`config.mk`:
```
export PLATFORM = sky130hd
export DESIGN_NAME = lift_call_scheduler
export DESIGN_NICKNAME = d
export VERILOG_FILES = /design/src/rtl/lift_call_scheduler.sv
export SDC_FILE = /design/constraint.sdc
export NUM_CORES = 1
export LEC_CHECK = 0
export BUFFER_PORTS_ARGS = -buffer_cell sky130_fd_sc_hd__buf_2
export CAP_MARGIN = 20
export CELL_PAD_IN_SITES_DETAIL_PLACEMENT = 0
export CELL_PAD_IN_SITES_GLOBAL_PLACEMENT = 2
export CORE_MARGIN = 1.5
export CORE_UTILIZATION = 35
export DETAILED_ROUTE_END_ITERATION = 10
export PLACE_DENSITY_LB_ADDON = 0.15
export SETUP_SLACK_MARGIN = 0.2
export SLEW_MARGIN = 5
export SYNTH_ARGS = -nofsm -noshare
export SYNTH_HDL_FRONTEND = slang
export SYNTH_SLANG_ARGS = --single-unit
```
`constraint.sdc`:
```
create_clock -name clk -period 3.05 [get_ports clk]
set_input_delay 0.4575 -clock clk [delete_from_list [all_inputs] [get_ports clk]]
set_output_delay 0.4575 -clock clk [all_outputs]
set_load 0.005 [all_outputs]
```
`src/rtl/lift_call_scheduler.sv`:
```
// Upstream request stage for the 4-floor lift controller: latches calls, serves them one at a
// time in SCAN order, detects arrival from the controller state and holds the door for a dwell.
module lift_call_scheduler #(
  parameter int unsigned DWELL     = 4,
  parameter int unsigned HOME_IDLE = 4
) (
  input  logic       clk,
  input  logic       reset,
  input  logic [3:0] call,
  input  logic [1:0] lift_state,
  output logic [1:0] req_floor,
  output logic [3:0] pending,
  output logic [3:0] served,
  output logic       door_open,
  output logic       busy
);

  typedef enum logic [1:0] {
    StIdle,
    StTravel,
    StDwell
  } state_e;

  state_e     state_q;
  logic [1:0] pos_q;
  logic       dir_q;  // 0 = up, 1 = down
  logic [3:0] cnt_q;

  logic       up_found, dn_found;
  logic [1:0] up_floor, dn_floor;
  logic [1:0] target;
  logic       target_dir;
  logic [3:0] cnt_inc;
  logic       lift_idle;
  logic       arrive;
  logic       dwell_done;
  logic       home_due;
  logic [3:0] clear;

  // Nearest pending floor strictly above and strictly below the believed car position.
  always_comb begin
    up_found = 1'b0;
    up_floor = pos_q;
    dn_found = 1'b0;
    dn_floor = pos_q;
    for (int f = 3; f >= 0; f--) begin
      if (2'(f) > pos_q && pending[2'(f)]) begin
        up_found = 1'b1;
        up_floor = 2'(f);
      end
    end
    for (int f = 0; f < 4; f++) begin
      if (2'(f) < pos_q && pending[2'(f)]) begin
        dn_found = 1'b1;
        dn_floor = 2'(f);
      end
    end
  end

  // SCAN choice: current floor first, then keep direction, else reverse.
  always_comb begin
    target     = pos_q;
    target_dir = dir_q;
    if (!pending[pos_q]) begin
      if (dir_q == 1'b0) begin
        if (up_found) begin
          target = up_floor;
        end else begin
          target     = dn_floor;
          target_dir = 1'b1;
        end
      end else begin
        if (dn_found) begin
          target = dn_floor;
        end else begin
          target     = up_floor;
          target_dir = 1'b0;
        end
      end
    end
  end

  always_comb begin
    cnt_inc    = (cnt_q == 4'hf) ? cnt_q : cnt_q + 4'd1;
    lift_idle  = (lift_state == 2'b00) || (lift_state == 2'b11);
    // Two controller sampling edges must pass before an idle state counts as arrival.
    arrive     = (state_q == StTravel) && lift_idle && (cnt_q >= 4'd2);
    dwell_done = 32'(cnt_q) >= DWELL - 32'd1;
    home_due   = 32'(cnt_q) >= HOME_IDLE - 32'd1;
  end

  // Bit retired this edge; repeat calls for the open-door floor are swallowed during dwell.
  always_comb begin
    clear = 4'b0000;
    if (arrive) begin
      clear = 4'b0001 << req_floor;
    end else if (state_q == StDwell) begin
      clear = 4'b0001 << pos_q;
    end
  end

  always_ff @(posedge clk) begin
    if (reset) begin
      state_q   <= StIdle;
      pos_q     <= 2'd0;
      dir_q     <= 1'b0;
      cnt_q     <= 4'd0;
      req_floor <= 2'd0;
      pending   <= 4'b0000;
      served    <= 4'b0000;
      door_open <= 1'b0;
      busy      <= 1'b0;
    end else begin
      pending <= (pending | call) & ~clear;
      served  <= 4'b0000;
      case (state_q)
        StIdle: begin
          if (pending != 4'b0000) begin
            req_floor <= target;
            dir_q     <= target_dir;
            cnt_q     <= 4'd0;
            busy      <= 1'b1;
            state_q   <= StTravel;
          end else if (call != 4'b0000) begin
            cnt_q <= 4'd0;
          end else if (home_due && pos_q != 2'd0) begin
            pos_q     <= 2'd0;
            req_floor <= 2'd0;
            dir_q     <= 1'b0;
            cnt_q     <= 4'd0;
          end else begin
            cnt_q <= cnt_inc;
          end
        end
        StTravel: begin
          if (arrive) begin
            pos_q     <= req_floor;
            served    <= 4'b0001 << req_floor;
            door_open <= 1'b1;
            cnt_q     <= 4'd0;
            state_q   <= StDwell;
          end else begin
            cnt_q <= cnt_inc;
          end
        end
        StDwell: begin
          if (dwell_done) begin
            door_open <= 1'b0;
            busy      <= 1'b0;
            cnt_q     <= 4'd0;
            state_q   <= StIdle;
          end else begin
            cnt_q <= cnt_inc;
          end
        end
        default: begin
          state_q <= StIdle;
        end
      endcase
    end
  end

endmodule

```
Yosys cells after proc, flatten, opt, wreduce, memory -nomap -nowiden:

Index checks and enable logic that the tools add are counted.

* flip-flop bits (word level): 21
* input port bits: 8
* output and inout bits: 12

* add/sub/neg operators: 1
* magnitude comparators: 7
* eq/ne operators: 12
* shift-type cells: 2
* multiplexer cells: 45
* bitwise gates (word level): 5
* reduce and logical (&&, ||, !) cells: 25

Operator list (number)
* two-way mux 2 bit: 16
* two-way mux 4 bit: 8
* != test 2 bit, second input constant: 8
* two-way mux 1 bit: 15
* one-hot mux 4 bit (3 select lines): 1
* AND reduction 3 bit: 4
* nonzero test 2 bit: 5
* >= comparator 4 x 2 -> 1 bit, second input constant: 2
* nonzero test 4 bit: 2
* left shift 1 x 2 -> 4 bit, first input constant: 2
* logical AND 1 bit: 7
* one-hot mux 2 bit (3 select lines): 1
* AND reduction 5 bit: 1
* adder 4 x 1 -> 4 bit, second input constant: 1
* bitwise AND 4 bit: 1
* equality test 2 bit, second input constant: 2
* equality test 4 bit, second input constant: 1
* > comparator 1 x 2 -> 1 bit, first input constant: 2
* logical NOT 2 bit: 2
* < comparator 1 x 2 -> 1 bit, first input constant: 2
* inverter 4 bit: 1
* OR 4 bit: 1
* one-hot mux 1 bit (2 select lines): 2
* one-hot mux 2 bit (2 select lines): 1
* other kinds (8): 9

Longest topological paths before layout:

Gate-level depths: netlist of the first run.

* depth after elaboration: 8
* gate-level depth with buffers: 7
* mapped depth without buffers: 6

Least setup slack after synthesis of the first run:

OpenSTA, ideal clock, no wires.

* kind: register -> register
* start: reg pending[1]
* end: reg cnt_q[3]
* library setup time: 0.096 ns
* arrival: 1.737 ns
* data required time: 2.954 ns
* slack: 1.218 ns
* stages on the path, launching flop included: 7
* buffers on the path: 2
* period minus slack after synthesis: 1.832 ns
* path through: dfxtp_1 buf_6 or4_4 buf_6 nor4b_4 nor3_2 o41ai_2

* cells in the longest elaborated chain, start to end: 3

RTL lines
* start: declaration: RTL line 12 `output logic [3:0] pending,`
* start signal: assignment: RTL line 114 `pending <= (pending | call) & ~clear;`
* nonzero test 4 bit: RTL line 118 `if (pending != 4'b0000) begin`
* two-way mux 4 bit: RTL line 118
* one-hot mux 4 bit (3 select lines): RTL line 116 `case (state_q)`
* end signal: assignment: RTL line 132 `cnt_q <= cnt_inc;`
* end signal: assignment: RTL line 143 `cnt_q <= cnt_inc;`
* end signal: assignment: RTL line 153 `cnt_q <= cnt_inc;`
* end: declaration: RTL line 27 `logic [3:0] cnt_q;`

No other way between the ends.
A chain may end at the register's enable or synchronous reset.

Worst setup path after layout of the first run:

* start: reg cnt_q[0]
* end: reg pending[2]

* cells in the longest elaborated chain, start to end: 5

RTL lines
* >= comparator 4 x 2 -> 1 bit: RTL line 87 `arrive = (state_q == StTravel) && lift_idle && (cnt_q >= 4'd2);`
* logical AND 1 bit: RTL line 87
* two-way mux 4 bit: RTL line 95 `if (arrive) begin`
* inverter 4 bit: RTL line 114
* bitwise AND 4 bit: RTL line 114

No other way between the ends.

==> flow_summary.json, run 1 <==
{
  "antenna_found_initial": 0,
  "wl_met3_um": 81,
  "cts.path.max_buffers": 2,
  "setup_violations": 0,
  "hold-path-endpoint": "pending[2]$_SDFF_PP0_",
  "clock_latency_ps": 310,
  "dr_wl_met2_um": 1280,
  "first_pass_iters": 4,
  "grt_setup_unrepaired": "no",
  "drc": 0,
  "cp_top_family": "simple AND/OR/NAND/NOR gates",
  "n_antenna_cell": 0,
  "min_from": "call[2]",
  "sw_frac_of_total": 0.340,
  "place_ws_ps": 1020,
  "crit_arrival_ps": 2230,
  "cp-startpoint": "cnt_q[0]$_SDFFE_PP0P_",
  "max_freq_mhz": 492,
  "netlist_top_cells_area": "dfxtp_1 (34%), ha_1 (6.5%), a21oi_1 (4.3%)",
  "cts_tree": "built",
  "num_io_pins": 20,
  "path_buf_inv": 1,
  "yosysTopAreaCell": "dfxtp_1",
  "wl_met1_um": 1460,
  "dp_cells": 188,
  "crit_chain": "inv_1, ha_1, or4_1, nand3_1, nor2_1, a2111oi_0",
  "seq_area_frac_synth": 0.345,
  "ant_nets": 0,
  "fin_tns_setup_ps": 0,
  "cp_slowest_cell": "or4_1",
  "num_rows": 20,
  "mostFrequentLayoutCells": "dfxtp_1 (20), buf_2 (19), a21oi_1 (10), inv_1 (9), nor2_1 (9)",
  "netlist.area_leader.share": 0.345,
  "setup.worst_path.end_class": "flip-flop",
  "routed_wl_um": 2850,
  "cts_sinks": 20,
  "max_stage_delay_ps": 530,
  "p_leak_nw": 0.527,
  "syn_nets": 147,
  "port_buffers": 19,
  "cp_max_fo": 6,
  "gp_congestion": 0.801,
  "synth-seq-cells": 20,
  "rrSetupSlack_ps": 1020,
  "period_needed_ps": 2030,
  "status": "completed",
  "startpoint_type": "flip-flop",
  "p_int_mw": 0.521,
  "ys_types": 46,
  "cts_setup_buffers": 0,
  "finClkSkew_ps": 6.77,
  "power_frac_comb": 0.317,
  "cts_hold_buf": 0,
  "power.density_nw_per_um2": 599,
  "async_flop_share": 0,
  "clkTransAtPathRegs_ps": 120,
  "drv_cap": 0,
  "cts-root-buf": "clkbuf_4",
  "hold_violations": 0,
  "fin_cells": 192,
  "grtUsageTotal": 0.173,
  "final_common_cell": "dfxtp_1",
  "r2r_start": "cnt_q[0]$_SDFFE_PP0P_",
  "numCtsBuffers": 3,
  "yosysWarnings": 0,
  "wl_per_cell_um": 14.8,
  "synth_edf_count": 0,
  "grt_pass1_wl_um": 4760,
  "routed-via-count": 1047,
  "worst_slack_ps": 1020,
  "start_util": 0.374,
  "die_x_um": 60.6,
  "final_nets": 163,
  "cts_htree_levels": 1,
  "dieArea_sq_um": 3670,
  "cts_resized": 0,
  "critical_path_class": "reg -> reg",
  "final_cell_area_sq_um": 1320,
  "grt-ovfl-total": 0,
  "switching_power_mw": 0.269,
  "finalMaxSlewViolations": 0,
  "hold_depth": 3,
  "cp.required_ps": 3250,
  "synthFlopType": "dfxtp_1",
  "tightestPinTransition_ps": 696,
  "r2r_end": "pending[2]$_SDFF_PP0_",
  "coreArea_sq_um": 3100,
  "r2r_cells": 6,
  "grt_pass1_vias": 971,
  "layout-drive-gt1-share": 0.196,
  "p_seq_frac": 0.401,
  "placed_area_sq_um": 1270,
  "grt_max_degree": 16,
  "maxSlewHeadroom": 0.532,
  "max-vdd-ir-drop_uv": 295,
  "dr.max_layer_used": "met4",
  "syn2layout_area_growth_pct": 13.6,
  "nFillCells": 339,
  "total_power_mw": 0.790,
  "die_h_um": 60.6,
  "first_iter_violations": 59,
  "netlist_instances": 133,
  "holdCritPathClass": "in -> reg",
  "dp_hpwl_um": 2130,
  "vias_per_cell": 5.45,
  "timing.final.crit_share": 0.667,
  "synth_area_per_cell_sq_um": 8.73,
  "syn-cell-area_sq_um": 1160,
  "clockPowerShare": 0.281
}
[per-stage QoR]
step | util | hold WS (ps)
after CTS | 0.425 | 446
after global placement | 0.408 | 465
after global routing | 0.425 | 463
after detailed placement | 0.408 | 471
final | 0.425 | 447
after floorplan | - | 466
[state kept, by name, summed over array words and instances, names as in the netlist]
| signal | flops |
|---|---|
| pos_q | 2 |
| door_open | 1 |
| state_q | 2 |
| cnt_q | 4 |
| served | 4 |
| req_floor | 2 |
| pending | 4 |
| busy | 1 |
[layer usage]
layer	up-vias	track usage
met5	-	0
met4	0	0.0559
met3	4	0.0256
met2	15	0.276
met1	496	0.239
li1	532	-
[synth_stat cells, types with 2 or more instances]
cell	n
nor2b_1	2
nand4_1	2
a31oi_1	2
nor3_1	5
o31ai_1	5
dfxtp_1	20
nor4_1	4
nor2_1	9
nand2_1	6
ha_1	6
inv_1	9
and3_1	2
o21ai_0	4
clkbuf_1	6
nand3_1	5
o221ai_1	2
a21oi_1	10
o21ai_1	2
buf_6	2
and2_1	4
[power by group through the flow]
stage / registers [mW] / clock network [mW] / logic, mW
floorplan: 0.318 / 0 / 0.189
global placement: 0.322 / 0 / 0.253
detailed placement: 0.324 / 0 / 0.252
CTS: 0.318 / 0.226 / 0.253
global route: 0.322 / 0.237 / 0.283
finish: 0.317 / 0.222 / 0.251
[worst max-delay path by stage]
stage                     slack, ps               endpoint  cells after the start
final                          1020  pending[2]$_SDFF_PP0_                      6
after global routing            870  pending[2]$_SDFF_PP0_                      6
after CTS                       990  pending[2]$_SDFF_PP0_                      6
after detailed placement       1020  pending[2]$_SDFF_PP0_                      6
after global placement         1050  pending[2]$_SDFF_PP0_                      6
after floorplan                1220  cnt_q[3]$_SDFFE_PP0P_                      6
[area by class of cell]
class,instances,area (sq um),share of cell area
multi-input combinational,96,682,0.517
sequential,20,400,0.304
timing repair buffer,19,95.1,0.0721
tap,44,55.1,0.0417
inverter,9,33.8,0.0256
clock inverter,1,30.0,0.0228
clock buffer,3,22.5,0.0171
[worst min-delay path: cells and delay by family]
| kind | cells | cell delay, ps |
|---|---|---|
| AOI/OAI and AO/OA | 1 | 60 |
| buffers and inverters | 1 | 110 |
| and+or+nand+nor | 1 | 90 |
[logic make-up after synthesis]
logic type | after synthesis | synth area share
AND/OR/NAND/NOR | 49 | 0.254
AO/OA/AOI/OAI | 38 | 0.232
flip-flops | 20 | 0.345
buffers and inverters | 17 | 0.0679
adder cells (fa/ha/maj) | 6 | 0.0647
multiplexers | 2 | 0.0291
XOR/XNOR | 1 | 0.00754
(Power assumes the default switching activity.)
==> run 2, diff against run 1 <==
CORE_UTILIZATION = 32   (was 35)
clock period = 2.13 ns   (was 3.05 ns; I/O delays follow)
==> run 2 against run 1 <==
  * Clock-buffer cell count unchanged
  * Cell area increased by 4.7%
  * Largest power group unchanged
  * Highest routed layer unchanged
  * Cell count up 3.6%
  * Sequential cell count stayed put
  * Critical path depth is 2 lower
  * Non-clock buffer count increased by 5
  * Sequential share of layout area shrank 1.2 points
  * Global-route usage decreased by 2.1 points
  * Maximum frequency rose by 8.4%
  * Total power is 47% higher
  * Clock power increased by 48%
  * Register-to-register slack got worse by 760 ps
==> flow_summary.json, run 2 (synthesis gave the netlist of run 1 again) <==
{
  "finalMaxSlewViolations": 0,
  "grt_pass1_vias": 1005,
  "grt_util_met2": 0.243,
  "hold_violations": 0,
  "cts_sinks": 20,
  "grtUsageTotal": 0.152,
  "min_from": "call[2]",
  "first_iter_violations": 70,
  "n_antenna_cell": 0,
  "worst_slack_ps": 255,
  "final_common_cell": "buf_2",
  "drc": 0,
  "die_x_um": 63.2,
  "met1_usage": 0.215,
  "final_cell_area_sq_um": 1380,
  "numCtsBuffers": 3,
  "hold_depth": 3,
  "clkTransAtPathRegs_ps": 130,
  "tightestPinTransition_ps": 346,
  "grtUsageMet3": 0.0250,
  "timing.final.crit_share": 0.880,
  "syn2layout_area_growth_pct": 19.0,
  "start_util": 0.340,
  "critical_path_class": "reg -> reg",
  "dp_hpwl_um": 2140,
  "hold-path-endpoint": "pending[2]$_SDFF_PP0_",
  "drv_cap": 0,
  "top_regs": "cnt_q x4, pending x4, served x4",
  "grt_max_degree": 16,
  "clock_latency_ps": 310,
  "grt-ovfl-total": 0,
  "final_nets": 168,
  "grt_setup_unrepaired": "no",
  "multi_input_area_sq_um": 702,
  "nFillCells": 366,
  "fin_cells": 199,
  "startpoint_type": "flip-flop",
  "placed_area_sq_um": 1310,
  "r2r_start": "pending[1]$_SDFF_PP0_",
  "dp_cells": 195,
  "r2r_end": "cnt_q[3]$_SDFFE_PP0P_",
  "cp.required_ps": 2360,
  "total_power_mw": 1.16,
  "busiest_layer": "met2",
  "setup_violations": 0,
  "hold_slack_ps": 313,
  "rrSetupSlack_ps": 260,
  "grt_pass1_wl_um": 4870,
  "crit_arrival_ps": 2110,
  "coreArea_sq_um": 3420,
  "final_core_util": 0.404,
  "cp_max_fo": 9,
  "place_ws_ps": 176,
  "routed_wl_um": 2920,
  "num_io_pins": 20,
  "routed-via-count": 1050,
  "wl_per_cell_um": 14.7,
  "maxSlewHeadroom": 0.769,
  "cts.path.max_buffers": 2,
  "gp_congestion": 0.775,
  "power.density_nw_per_um2": 840,
  "finClkSkew_ps": 3.03,
  "antenna_found_initial": 0,
  "r2r_cells": 4,
  "num_rows": 21,
  "layout-drive-gt1-share": 0.268,
  "fin_tns_setup_ps": 0,
  "die_h_um": 63.2,
  "cts_htree_levels": 1,
  "ant_nets": 0,
  "status": "completed",
  "vias_per_cell": 5.28,
  "mostFrequentLayoutCells": "buf_2 (19), dfxtp_1 (18), inv_1 (9), a21oi_1 (9), nor2_1 (9)",
  "cts-root-buf": "clkbuf_4",
  "period_needed_ps": 1870,
  "setup.worst_path.end_class": "flip-flop",
  "seq_area_sq_um": 403,
  "cts_tree": "built",
  "p_leak_nw": 0.550,
  "cts_hold_buf": 0,
  "max-vdd-ir-drop_uv": 536,
  "dieArea_sq_um": 4000,
  "port_buffers": 19,
  "first_pass_iters": 4,
  "max_freq_mhz": 533,
  "holdCritPathClass": "in -> reg"
}
## run 2: how the worst max path moves through the flow
stage | slack (ps) | from | cells after the start | endpoint
3_3_place_gp | 240 | cnt_q[0]$_SDFFE_PP0P_ | 6 | state_q[0]$_SDFFE_PP0P_
4_1_cts | 150 | cnt_q[0]$_SDFFE_PP0P_ | 6 | cnt_q[3]$_SDFFE_PP0P_
3_5_place_dp | 180 | cnt_q[0]$_SDFFE_PP0P_ | 6 | pending[2]$_SDFF_PP0_
5_1_grt | 210 | cnt_q[0]$_SDFFE_PP0P_ | 6 | pending[2]$_SDFF_PP0_
2_1_floorplan | 300 | pending[1]$_SDFF_PP0_ | 6 | cnt_q[3]$_SDFFE_PP0P_
6_report | 260 | pending[1]$_SDFF_PP0_ | 4 | cnt_q[3]$_SDFFE_PP0P_
## run 2: routing by layer
| layer | up-vias | part of all wire |
|---|---|---|
| met5 | - | 0 |
| met4 | 0 | 0.0093 |
| met3 | 4 | 0.031 |
| met2 | 20 | 0.46 |
| met1 | 482 | 0.50 |
| li1 | 544 | - |
## run 2: area by class of cell
type / instances / share of cell area
clock buffer: 3 / 0.0163
clock inverter: 1 / 0.0217
multi-input combinational: 96 / 0.508
timing repair buffer: 24 / 0.0960
tap: 46 / 0.0417
inverter: 9 / 0.0245
sequential: 20 / 0.292
## run 2: report_power, final
group	internal, mW	switching [mW]	total [mW]	leakage [nW]
Combinational	0.155	0.218	0.374	0.358
Clock	0.190	0.138	0.328	0.0279
Sequential	0.413	0.0448	0.458	0.164
Total	0.759	0.401	1.16	0.550
## run 2: repair_timing
action / CTS / global route
pin swaps: 0 / 0
buffers inserted: 0 / 0
endpoints found under the setup margin: 5 / 11
gates resized for setup: 1 / 7
endpoints found under the hold margin: 0 / 0
## run 2: critical path: stages (launching register included)
cell	delay, ps
dfxtp_1	410
or4_4	620
nor4b_4	400
nor3_2	100
o41ai_2	270
==> run 3, diff against run 2 <==
CORE_MARGIN = 2   (was 1.5)
==> run 3 against run 2 <==
  * Hold slack better by 27 ps
  * Clock skew down 0.67 ps
  * Utilization grew 0.40 points
  * Non-clock buffer count up 1
  * Register-to-register slack gained 50 ps
  * Cell count grew 0.50%
  * Sequential cell count is the same
  * Global-route usage about the same
  * Total power down 0.21%
==> flow_summary.json, run 3 (synthesis gave the netlist of run 1 again) <==
{
  "status": "completed",
  "syn2layout_area_growth_pct": 20.2,
  "final_common_cell": "buf_2",
  "mostFrequentLayoutCells": "buf_2 (19), dfxtp_1 (17), inv_1 (9), a21oi_1 (9), nor2_1 (9)",
  "routed_wl_um": 2910,
  "rrSetupSlack_ps": 300,
  "wl_per_cell_um": 14.5,
  "clkTransAtPathRegs_ps": 120,
  "critical_path_class": "reg -> reg",
  "coreArea_sq_um": 3420,
  "cts.path.max_buffers": 2,
  "port_buffers": 19,
  "final_nets": 169,
  "crit_arrival_ps": 2050,
  "max_freq_mhz": 547,
  "cts_htree_levels": 1,
  "dp_hpwl_um": 2150,
  "drc": 0,
  "grt_pass1_wl_um": 4890,
  "setup_violations": 0,
  "crit_chain": "or4_4, nor4b_4, nor3_2, o41ai_2",
  "r2r_start": "pending[0]$_SDFF_PP0_",
  "antenna_found_initial": 0,
  "cts_sinks": 20,
  "tightestPinTransition_ps": 349,
  "cp.required_ps": 2350,
  "start_util": 0.340,
  "die_x_um": 64.2,
  "top_regs": "cnt_q x4, pending x4, served x4",
  "multi_input_area_sq_um": 707,
  "maxSlewHeadroom": 0.767,
  "first_iter_violations": 77,
  "placed_area_sq_um": 1310,
  "timing.final.crit_share": 0.859,
  "num_rows": 21,
  "n_antenna_cell": 0,
  "first_pass_iters": 4,
  "numCtsBuffers": 3,
  "cp_max_fo": 7,
  "min_from": "call[0]",
  "final_cell_area_sq_um": 1400,
  "period_needed_ps": 1830,
  "layout-drive-gt1-share": 0.286,
  "p_leak_nw": 0.555,
  "seq_area_sq_um": 404,
  "grt_max_degree": 16,
  "clock_latency_ps": 300,
  "cts_tree": "built",
  "startpoint_type": "flip-flop",
  "max-vdd-ir-drop_uv": 493,
  "gp_congestion": 0.766,
  "routed-via-count": 1057,
  "grt-ovfl-total": 0,
  "nFillCells": 374,
  "dieArea_sq_um": 4130,
  "cp_slowest_cell": "or4_4",
  "power.density_nw_per_um2": 830,
  "fin_tns_setup_ps": 0,
  "num_io_pins": 20,
  "grt_setup_unrepaired": "no",
  "grtUsageTotal": 0.152,
  "finClkSkew_ps": 2.36,
  "holdCritPathClass": "in -> reg",
  "grt_pass1_vias": 1012,
  "hold_violations": 0,
  "finalMaxSlewViolations": 0,
  "ant_nets": 0,
  "die_h_um": 64.2,
  "cts-root-buf": "clkbuf_4",
  "cp-startpoint": "pending[0]$_SDFF_PP0_",
  "setup.worst_path.end_class": "flip-flop",
  "drv_cap": 0,
  "vias_per_cell": 5.29,
  "max_stage_delay_ps": 590
}
[run 3: timing repair]
action,CTS,global route
gates resized for setup,1,9
setup endpoints to repair,6,12
buffers inserted,0,1
pin swaps,0,2
hold buffers,0,0
[run 3: worst max-delay path, delay by kind of cell, from the launching register on]
kind,cells,cell delay [ps]
and+or+nand+nor,3,1110
DFF,1,380
AOI/OAI and AO/OA,1,260
[run 3: through the flow]
step,total power [mW],utilization,setup slack [ps],std cells,hold slack [ps]
2_1_floorplan,0.726,-,298,133,466
3_3_place_gp,0.822,0.382,239,195,453
3_5_place_dp,0.827,0.382,170,195,468
4_1_cts,1.15,0.399,144,199,322
5_1_grt,1.24,0.408,191,200,331
6_report,1.16,0.408,301,200,339
[run 3: cell type report]
| class | count | share of cell area |
|---|---|---|
| Sequential cell | 20 | 0.290 |
| Tap cell | 46 | 0.0413 |
| Clock buffer | 3 | 0.0161 |
| Inverter | 9 | 0.0242 |
| Clock inverter | 1 | 0.0215 |
| Timing Repair Buffer | 25 | 0.100 |
| Multi-Input combinational cell | 96 | 0.507 |
[run 3: path summary, 6_finish.rpt]
path	end	depth (start not counted)
worst max-delay path	cnt_q[3]$_SDFFE_PP0P_	4
worst max register to register	cnt_q[3]$_SDFFE_PP0P_	4
worst min register to register	busy$_SDFFE_PP0P_	2
worst min-delay path	pending[0]$_SDFF_PP0_	3
[run 3: power by group]
part	internal, mW	switching (mW)	total [mW]
Sequential	0.414	0.0442	0.458
Combinational	0.161	0.220	0.381
Clock	0.190	0.128	0.318
Total	0.765	0.392	1.16
[run 3: metal layers]
metal  GRT usage  part of all wire  vias up
met5           0                 0        -
met4      0.0559            0.0065        0
met3      0.0229             0.037        2
met2       0.236              0.48       18
met1       0.212              0.48      494
li1            -                 -      543
